<file path="src/rtl/io_bank_ctrl.sv">
// IO bank controller: pad direction control, synchronized/debounced pad inputs,
// heartbeat output and a multiplexed 7-segment display scanner.
module io_bank_ctrl #(
  parameter int NUM_IOS         = 8,
  parameter int NUM_INPUTS      = 4,
  parameter int DEBOUNCE_CYCLES = 125000,
  parameter int HEARTBEAT_BIT   = 25,
  parameter int NUM_OF_ANODES   = 4,
  parameter int SCAN_CYCLES     = 12500
) (
  input  logic                       CLK,
  input  logic                       resetn,
  input  logic [NUM_IOS-1:0]         I_top,
  input  logic [NUM_IOS-1:0]         T_top,
  output logic [NUM_IOS-1:0]         O_top,
  input  logic [NUM_IOS-1:0]         pad_i,
  output logic [NUM_IOS-1:0]         pad_o,
  output logic [NUM_IOS-1:0]         pad_oe,
  input  logic                       seg_en,
  input  logic [4*NUM_OF_ANODES-1:0] seg_digits,
  output logic [NUM_OF_ANODES-1:0]   an,
  output logic [6:0]                 seg,
  output logic                       heartbeat
);

  localparam int DB_W   = $clog2(DEBOUNCE_CYCLES);
  localparam int SCAN_W = $clog2(SCAN_CYCLES);
  localparam int IDX_W  = (NUM_OF_ANODES > 1) ? $clog2(NUM_OF_ANODES) : 1;

  localparam logic [DB_W-1:0]   DB_MAX   = DB_W'(DEBOUNCE_CYCLES - 1);
  localparam logic [SCAN_W-1:0] SCAN_MAX = SCAN_W'(SCAN_CYCLES - 1);
  localparam logic [IDX_W-1:0]  IDX_MAX  = IDX_W'(NUM_OF_ANODES - 1);
  localparam logic [NUM_IOS-1:0] IN_MASK =
    {{(NUM_IOS-NUM_INPUTS){1'b0}}, {NUM_INPUTS{1'b1}}};

  logic [NUM_IOS-1:0]       r_sync1;
  logic [NUM_IOS-1:0]       r_sync2;
  logic [NUM_INPUTS-1:0]    r_stable;
  logic [DB_W-1:0]          r_db_cnt [NUM_INPUTS];
  logic [HEARTBEAT_BIT:0]   r_hb_cnt;
  logic [SCAN_W-1:0]        r_scan_cnt;
  logic [IDX_W-1:0]         r_idx;
  logic [3:0]               w_nibble;
  logic [NUM_OF_ANODES-1:0] w_an;
  logic [6:0]               w_seg_dec;

  // Input-only channels never drive their pads
  assign pad_o  = I_top & ~IN_MASK;
  assign pad_oe = T_top & ~IN_MASK;

  always_ff @(posedge CLK or negedge resetn) begin
    if (!resetn) begin
      r_sync1 <= '0;
      r_sync2 <= '0;
    end else begin
      r_sync1 <= pad_i;
      r_sync2 <= r_sync1;
    end
  end

  always_ff @(posedge CLK or negedge resetn) begin
    if (!resetn) begin
      r_stable <= '0;
      for (int unsigned k = 0; k < NUM_INPUTS; k++) r_db_cnt[k] <= '0;
    end else begin
      for (int unsigned k = 0; k < NUM_INPUTS; k++) begin
        if (r_sync2[k] == r_stable[k]) begin
          r_db_cnt[k] <= '0;
        end else if (r_db_cnt[k] == DB_MAX) begin
          r_stable[k] <= r_sync2[k];
          r_db_cnt[k] <= '0;
        end else begin
          r_db_cnt[k] <= r_db_cnt[k] + 1'b1;
        end
      end
    end
  end

  always_comb begin
    O_top                   = r_sync2;
    O_top[NUM_INPUTS-1:0]   = r_stable;
  end

  always_ff @(posedge CLK or negedge resetn) begin
    if (!resetn) r_hb_cnt <= '0;
    else         r_hb_cnt <= r_hb_cnt + 1'b1;
  end

  assign heartbeat = r_hb_cnt[HEARTBEAT_BIT];

  always_ff @(posedge CLK or negedge resetn) begin
    if (!resetn) begin
      r_scan_cnt <= '0;
      r_idx      <= '0;
    end else if (r_scan_cnt == SCAN_MAX) begin
      r_scan_cnt <= '0;
      r_idx      <= (r_idx == IDX_MAX) ? '0 : r_idx + 1'b1;
    end else begin
      r_scan_cnt <= r_scan_cnt + 1'b1;
    end
  end

  always_comb begin
    w_nibble = '0;
    w_an     = '1;
    for (int unsigned k = 0; k < NUM_OF_ANODES; k++) begin
      if (r_idx == IDX_W'(k)) begin
        w_nibble = seg_digits[4*k +: 4];
        w_an[k]  = 1'b0;
      end
    end
  end

  // Active-low {g,f,e,d,c,b,a}
  always_comb begin
    w_seg_dec = 7'h7F;
    case (w_nibble)
      4'h0: w_seg_dec = 7'h40;
      4'h1: w_seg_dec = 7'h79;
      4'h2: w_seg_dec = 7'h24;
      4'h3: w_seg_dec = 7'h30;
      4'h4: w_seg_dec = 7'h19;
      4'h5: w_seg_dec = 7'h12;
      4'h6: w_seg_dec = 7'h02;
      4'h7: w_seg_dec = 7'h78;
      4'h8: w_seg_dec = 7'h00;
      4'h9: w_seg_dec = 7'h10;
      4'hA: w_seg_dec = 7'h08;
      4'hB: w_seg_dec = 7'h03;
      4'hC: w_seg_dec = 7'h46;
      4'hD: w_seg_dec = 7'h21;
      4'hE: w_seg_dec = 7'h06;
      4'hF: w_seg_dec = 7'h0E;
      default: w_seg_dec = 7'h7F;
    endcase
  end

  always_ff @(posedge CLK or negedge resetn) begin
    if (!resetn) begin
      an  <= '1;
      seg <= 7'h7F;
    end else if (seg_en) begin
      an  <= w_an;
      seg <= w_seg_dec;
    end else begin
      an  <= '1;
      seg <= 7'h7F;
    end
  end

endmodule

</file>
<file path="config.mk">
export PLATFORM = sky130hd
export DESIGN_NAME = io_bank_ctrl
export DESIGN_NICKNAME = d
export VERILOG_FILES = /design/src/rtl/io_bank_ctrl.sv
export SDC_FILE = /design/constraint.sdc
export NUM_CORES = 1
export LEC_CHECK = 0
export CORE_ASPECT_RATIO = 0.5
export CORE_UTILIZATION = 58
export CTS_BUF_LIST = sky130_fd_sc_hd__clkbuf_8
export CTS_CLUSTER_DIAMETER = 150
export DETAILED_ROUTE_END_ITERATION = 8
export GPL_TIMING_DRIVEN = 1
export PLACE_DENSITY = 0.82
export SLEW_MARGIN = 20
export SYNTH_ARGS = -nofsm -noshare
export SYNTH_HDL_FRONTEND = slang
export SYNTH_SLANG_ARGS = --single-unit
</file>
<file path="constraint.sdc">
create_clock -name CLK -period 2.6 [get_ports CLK]
set_clock_uncertainty 0.15 [all_clocks]
set_input_delay 0.39 -clock CLK [delete_from_list [all_inputs] [get_ports CLK]]
set_output_delay 0.39 -clock CLK [all_outputs]
set_load 0.1 [all_outputs]
</file>
# [After elaboration in Yosys (flattened, before gate mapping)]
# Memory sizes are Yosys's and may differ from the RTL's.
# Index checks and enable logic that the tools add are counted.
# Widths: inputs -> output; s select.
[word_totals] regBits=141 mem_bits_ro=112 inputBits=43 output_inout_bits=36 elab_cells=64 memories=1
[mem_list] name="(no name shown)" depth=16 width=7 rd=1 rd_ports_with_merged_regs=0 wr=0 line_no="117" rtl="case (w_nibble)"
[classes] addsub=7 eq_ne=12 muxes=20 n_bitwise=4 n_reduce_logical=5
[ops] cell="$mux 17" count=8
[ops] cell="$add 17x1->17 const B" count=4
[ops] cell="$eq 17x17->1 const B" count=4
[ops] cell="$add 26x1->26 const B" count=1
[ops] cell="$mux 4" count=5
[ops] cell="$add 14x1->14 const B" count=1
[ops] cell="$eq 14x14->1 const B" count=1
[ops] cell="$mux 14" count=1
[ops] cell="$reduce_and 2->1" count=4
[ops] cell="$mux 7" count=1
[ops] cell="$eq 1x1->1" count=4
[ops] cell="$eq 2x2->1 const B" count=2
[ops] cell="$mux 1" count=4
[ops] cell="$not 1->1" count=4
[ops] cell="$add 2x1->2 const B" count=1
[ops] cell="$eq 2x1->1 const B" count=1
[ops] cell="$logic_not 2->1" count=1
[ops] cell="$mux 2" count=1

# [Longest topological paths before layout]
# Gate-level depths: netlist of run 1.
# An unclocked memory read counts as a cell.
[logic_depth] ltp_word=7 ltp_mapped=11

# [Least setup slack after synthesis of run 1]
# OpenSTA, ideal clock, no wires.
[synth_timing] kind="flip-flop to flip-flop" start="reg r_idx[0]" end="reg seg[0]" setup_time_ps=96 t_arrival_ps=2088 required_ps=2354 setup_slack_ps=265 stages_incl_launch_ff=11 n_path_buf=0 synth_period_minus_slack_ps=2335 path_cell_list="dfrtp_1 -> inv_1 -> ha_1 -> nor2_1 -> o211ai_1 -> o211ai_1 -> inv_1 -> ha_1 -> nor3b_1 -> a2111oi_0 -> a31oi_1"
[synth_between] elab_chain_cells=7 elab_cells_between_ends=10 classes_between="eq/ne: 3; mux: 5; reduce/logical: 1; memory: 1"
[synth_lines] element="from (decl)" line_no="42" rtl="logic [IDX_W-1:0] r_idx;"
[synth_lines] element="from (signal assigned)" line_no="97" rtl="r_idx <= (r_idx == IDX_MAX) ? '0 : r_idx + 1'b1;"
[synth_lines] element="$logic_not 2->1" line_no="107" rtl="if (r_idx == IDX_W'(k)) begin"
[synth_lines] element="$mux 4 (3 in a row)" line_no="107"
[synth_lines] element="$mux 4 (*)" line_no="107"
[synth_lines] element="$mem_v2 16x7 (*)"
[synth_lines] element="$mux 7 (*)" line_no="142" rtl="end else if (seg_en) begin"
[synth_lines] element="to (signal assigned)" line_no="144" rtl="seg <= w_seg_dec;"
[synth_lines] element="to (decl)" line_no="22" rtl="output logic [6:0] seg,"
# Mark *: on every way between the ends. The rest lies on a longest branch, timed or not.
# A chain may end at the register's enable or synchronous reset.

# [Worst setup path after layout of run 1]
# Same ends and word-level chain as after synthesis.

==> impl_metrics.ini, run 1 <==
[outcome]
outcome = completed

[yosys]
synth_compound_area_frac = 0.0285
ys_ff_latch = 141
yosysMostFrequentCell = dfrtp_1
synthArstFlopShare = 1.00
synth-edff-count = 0
ys_warn_count = 0
synthDistinctLibCells = 47
synth_sequential_area_ratio = 0.535
synthAdderAreaFrac = 0.0302
synth_top_area_share = 0.491
avgSynthCellArea_um2 = 10.5
yosys-top-cells-area = dfrtp_1 49%, xnor2_1 6.6%, xor2_1 6.5%
synth-simple-area-share = 0.209
synth.area.mux_share = 0.0113
synth_area_leader_cell = dfrtp_1
dominantRegCellSynth = dfrtp_1
syn_inst = 630
syn_area_um2 = 6620
synthTopCellsByCount = 130 x dfrtp_1, 97 x nor2_1, 63 x nand3_1
synth_top_family_by_area = simple AND/OR/NAND/NOR gates
synth_xor_area_frac = 0.131

[clock_network]
cts.reportedPaths.clkPinSlew_ns = 0.08
cts_buffers = 17
clockBufferDepth = 2
cts_sinks = 141
cts_tree = built
clockRootBuffer = clkbuf_8
htree_levels = 4
post_cts_buffers = 0
clkLatencyLatePin_ns = 0.42

[pwr]
p_int_mw = 3.44
p_comb_frac = 0.079
p_sw_mw = 1.10
leakage_nw = 3.35
switching_share = 0.243
pwr-share-clk = 0.424
total_power_mw = 4.54
power_frac_seq = 0.497
ir_worst_vdd_mv = 0.340
powerDensity_nw_per_um2 = 602

[global_routing]
grt_pass1_wl_um = 19400
grt_max_degree = 57
antenna_found_initial = 0
grt_overflow = 0
grt_usage = 0.202
grt_pass1_vias = 4467

[hold_path]
hold-path-endpoint = r_sync2[1]$_DFF_PN0_
worst_hold_path_type = register to register
hold_depth = 0
min_from = r_sync1[1]$_DFF_PN0_

[setup_path]
critPathCaptureType = register
r2r_start = r_idx[0]$_DFFE_PN0N_
cp_max_fo = 4
r2r_slack_ns = 0.24
cp.required_ns = 2.79
crit_path_start_kind = register
critical_path_class = register to register
reg2reg_to = seg[0]$_DFF_PN1_
reg2reg_depth = 10
critPathArrivalTime_ns = 2.55

[die]
io_pins = 79
dieArea_um2 = 11900
core_area_um2 = 11000
die_h_um = 77.5
rows = 27
initial_core_util = 0.599
die_x_um = 153

[finish]
post-route-util = 0.682
regArea_um2 = 3540
multi_input_area_um2 = 2760
fin_nets = 739
fillCellCount = 832
drive_above_1_share = 0.124
diodes = 0
area_growth_pct = 13.9

[timing]
tightest_slew_ns = 0.675
fin_crit_sh = 0.906
hold_viol = 0
holdWs_ns = 0.198
setup_violations = 0
drv_slew = 0
max_freq_ghz = 0.424
relSlewSlack = 0.546
grt_setup_unrepaired = false
finalCriticalPeriod_ns = 2.36
tns_ns = 0

[place]
gp_congestion = 0.805
dp_hpwl_um = 7220
portBuffers = 46

[route]
drtIter0Drc = 209
via_per_inst = 5.16
firstDrtPassIters = 4
num_vias = 4325
drcViolationCount = 0
avgRoutedWirePerCell_um = 12.8
wirelength_um = 10700
ant_nets = 0

[run]
drv_cap = 0
power groups by stage:
stage / Combinational, mW / Sequential [mW] / Clock, mW
6_report: 0.358 / 2.26 / 1.92
5_1_grt: 0.389 / 2.26 / 2.05
4_1_cts: 0.362 / 2.26 / 1.97
3_5_place_dp: 0.358 / 2.30 / 0
3_3_place_gp: 0.353 / 2.30 / 0
2_1_floorplan: 0.238 / 2.37 / 0
layout by cell type, fill, tap and decap left out, types with 3 or more instances in the layout:
cell,instances
dfrtp_1,130
nor2_1,96
nand3_1,63
xnor2_1,50
xor2_1,49
nand2_1,44
buf_4,30
clkdlybuf4s50_1,25
inv_1,23
clkbuf_8,19
and3_1,16
nor3_1,16
ha_1,16
dfstp_2,11
nand4_1,10
o21ai_0,8
conb_1,8
nand3b_1,6
nor4b_1,5
clkinvlp_4,5
nor4_2,4
or2_1,4
nor4_1,4
o211ai_1,4
mux2_2,4
bufinv_16,4
or4_1,3
mux2i_1,3
a31oi_1,3
stage by stage:
step	setup WS, ns	instances	instance area [µm²]
floorplan	0.265	637	6650
global placement	0.218	805	7060
detailed placement	0.0733	805	7060
CTS	0.0686	838	7520
global route	0.0160	838	7540
finish	0.244	838	7540
cells by family (layout without fill, tap and decap cells):
family | count (synthesis) | count (layout)
AOI/OAI and AO/OA | 27 | 27
buffers and inverters | 57 | 113
muxes | 7 | 7
xor gates and xnor gates | 99 | 99
DFF | 141 | 141
and+or+nand+nor | 282 | 282
adders and majority gates | 16 | 16
other | 1 | 8
sequential cells by signal, summed over array words and instances, names as in the netlist:
name,count
seg,7
r_scan_cnt,14
r_sync2,8
r_sync1,8
r_hb_cnt,26
r_idx,2
an,4
r_stable,4
r_db_cnt,68
area by class of cell:
class | instances | area share
Sequential cell | 141 | 0.470
Clock inverter | 13 | 0.0251
Clock buffer | 19 | 0.0347
Tap cell | 145 | 0.0241
Inverter | 23 | 0.0115
Timing Repair Buffer | 58 | 0.0686
Multi-Input combinational cell | 439 | 0.366
routing by layer:
layer / vias up / GRT usage / share of wire
met5: - / 0 / 0
met2: 80 / 0.350 / 0.48
met3: 18 / 0.0397 / 0.033
li1: 2179 / - / -
met1: 2048 / 0.251 / 0.47
met4: 0 / 0.0828 / 0.013
how the worst max path moves through the flow:
stage                     cells past startpoint               end  slack (ns)                  from
after global placement                       10  seg[0]$_DFF_PN1_        0.22  r_idx[0]$_DFFE_PN0N_
after floorplan                              10  seg[0]$_DFF_PN1_        0.27  r_idx[0]$_DFFE_PN0N_
final                                        10  seg[0]$_DFF_PN1_        0.24  r_idx[0]$_DFFE_PN0N_
after global routing                         10  seg[0]$_DFF_PN1_        0.02  r_idx[0]$_DFFE_PN0N_
after detailed placement                     10  seg[0]$_DFF_PN1_        0.07  r_idx[0]$_DFFE_PN0N_
after CTS                                    10  seg[0]$_DFF_PN1_        0.07  r_idx[0]$_DFFE_PN0N_
worst max-delay path: stages (launching register included):
cell       delay [ns]
dfrtp_1          0.38
inv_1            0.10
ha_1             0.26
nor2_2           0.19
o211ai_1         0.11
o211ai_1         0.15
inv_1            0.13
ha_1             0.26
nor3b_1          0.16
a2111oi_1        0.30
a31oi_1          0.09
timing repair:
item                                    in CTS  in global routing
hold endpoints to repair                    69                  0
endpoints found under the setup margin       0                  2
hold buffers                                 1                  0
resized for setup                            0                  4
No activity file was read; power rests on OpenSTA's default activity.
==> run 2, diff against run 1 <==
- CAP_MARGIN: default -> 25
- clock period: 2.6 -> 2.4 ns (I/O delays scaled with it)
==> run 2 against run 1 <==
Net effect: maximum frequency up 3.4%; first-iteration DRC count grew 34%; largest cell class unchanged; flip-flop and latch count unchanged; via count increased by 5.2%; critical path depth decreased by 1; global-route usage is 1.3 points higher.
==> impl_metrics.ini, run 2 (synthesized netlist as in run 1, its figures left out) <==
[outcome]
outcome = completed

[timing]
max_freq_ghz = 0.439
drv_slew = 0
finalCriticalPeriod_ns = 2.28
setup_violations = 0
relSlewSlack = 0.627
hold_viol = 0
tightest_slew_ns = 0.555
grt_setup_unrepaired = true
fin_crit_sh = 0.950

[die]
rows = 27
die_x_um = 153
die_h_um = 77.5
initial_core_util = 0.599
core_area_um2 = 11000
dieArea_um2 = 11900
io_pins = 79

[route]
ant_nets = 0
drtIter0Drc = 281
avgRoutedWirePerCell_um = 13.7
wirelength_um = 11600
firstDrtPassIters = 4
num_vias = 4552
drcViolationCount = 0
via_per_inst = 5.39

[setup_path]
critical_path_class = register to register
cp_common_cell = o211ai_1
cp_max_fo = 6
critical_path_buf_inv_count = 2
critPathLaunch = r_idx[0]$_DFFE_PN0N_
crit_chain = inv_1 -> ha_2 -> nand2_1 -> o211ai_1 -> o211ai_1 -> buf_4 -> ha_1 -> a2111oi_1 -> a31oi_1
critPathArrivalTime_ns = 2.47
crit_family = compound AO/OA/AOI/OAI gates
crit_path_start_kind = register
critPathCaptureType = register
r2r_start = r_idx[0]$_DFFE_PN0N_
cpPeakStageDelay_ns = 0.41
cp.required_ns = 2.59
cpMaxStageDelayCell = dfrtp_1

[global_routing]
busiest_layer = met2
use_met3 = 0.0520
grt_util_met1 = 0.266
antenna_found_initial = 0
grt_usage = 0.214
grt_overflow = 0
use_met2 = 0.359
grt_pass1_vias = 4552
grt_pass1_wl_um = 20200
grt_max_degree = 50

[finish]
design_area_um2 = 7530
fin_nets = 746
multi_input_area_um2 = 2770
regMostFlops = r_db_cnt
instances_no_fill = 844
fillCellCount = 813
area_growth_pct = 13.7
largest_reg_flops = 68
reg_top3 = r_db_cnt x68, r_hb_cnt x26, r_scan_cnt x14
mostFrequentLayoutCell = dfrtp_1
layout_common_cells = 130 x dfrtp_1, 96 x nor2_1, 63 x nand3_1, 50 x xnor2_1, 49 x xor2_1
diodes = 0
regArea_um2 = 3540
drive_above_1_share = 0.133

[clock_network]
cts_buffers = 17
post_cts_buffers = 0
clkLatencyLatePin_ns = 0.43
clockBufferDepth = 2
clockRootBuffer = clkbuf_8
htree_levels = 4
cts_tree = built
cts.reportedPaths.clkPinSlew_ns = 0.08
cts_sinks = 141

[place]
dp_hpwl_um = 7950
gp_congestion = 0.797
dp.cells = 812
place_area_um2 = 7120
portBuffers = 46

[hold_path]
worst_hold_path_type = register to register
min_from = r_sync1[3]$_DFF_PN0_

[pwr]
powerDensity_nw_per_um2 = 619
ir_worst_vdd_mv = 0.288
leakage_nw = 3.38

[run]
drv_cap = 0
[run 2: cell count changes in the layout (fill, tap and decap cells not counted), sizes merged]
| cell | change |
|---|---|
| inv | +2 |
| buf | +7 |
| clkbuf | +1 |
| clkinvlp | -5 |
| bufinv | -2 |
| clkinv | +3 |
[run 2: stage by stage]
stage | hold WS [ns] | TNS [ns] | total power, mW | utilization | worst slack [ns]
floorplan | -0.0856 | 0 | 2.82 | - | 0.0653
global placement | 0.172 | 0 | 2.87 | 0.644 | 0.105
detailed placement | 0.177 | -0.00156 | 2.88 | 0.644 | -0.00156
CTS | 0.185 | 0 | 4.70 | 0.680 | 0.0349
global route | 0.186 | -0.0440 | 4.84 | 0.681 | -0.0264
finish | 0.199 | 0 | 4.66 | 0.681 | 0.121
[run 2: final timing paths]
path | end | slack (ns) | cells after the start
worst min register to register | r_sync2[3]$_DFF_PN0_ | 0.20 | 0
min in group asynchronous | r_db_cnt[13]$_DFF_PN0_ | 0.27 | 2
worst max-delay path | seg[0]$_DFF_PN1_ | 0.12 | 9
max in group asynchronous | r_hb_cnt[17]$_DFF_PN0_ | 1.08 | 3
worst min-delay path | r_sync2[3]$_DFF_PN0_ | 0.20 | 0
worst max register to register | seg[0]$_DFF_PN1_ | 0.12 | 9
[run 2: metal layers]
metal,routed length [µm],vias to the layer above,share of wire
met3,382,19,0.033
met5,0,-,0
met1,5370,2238,0.46
li1,-,2199,-
met4,157,0,0.014
met2,5680,96,0.49
[run 2: layout make-up]
type                       count  share of cell area
multi-input combinational    439               0.368
clock inverter                11              0.0135
timing repair buffer          65              0.0756
tap                          145              0.0241
clock buffer                  20              0.0366
inverter                      23              0.0115
sequential                   141               0.471
[run 2: power by group]
| group | internal (mW) | switching, mW |
|---|---|---|
| registers | 2.42 | 0.0213 |
| clock network | 0.978 | 0.840 |
| logic | 0.112 | 0.285 |
| total | 3.51 | 1.15 |
[run 2: timing repair]
action,in CTS,in global routing
endpoints found under the hold margin,46,0
hold buffers,1,0
resized for setup,3,5
pin swaps,0,3
setup endpoints to repair,3,4
==> run 3, diff against run 2 <==
- SLEW_MARGIN: 20 -> 30
==> results of run 3 <==
Final layout, timing and power as in run 2 (identical DEF).
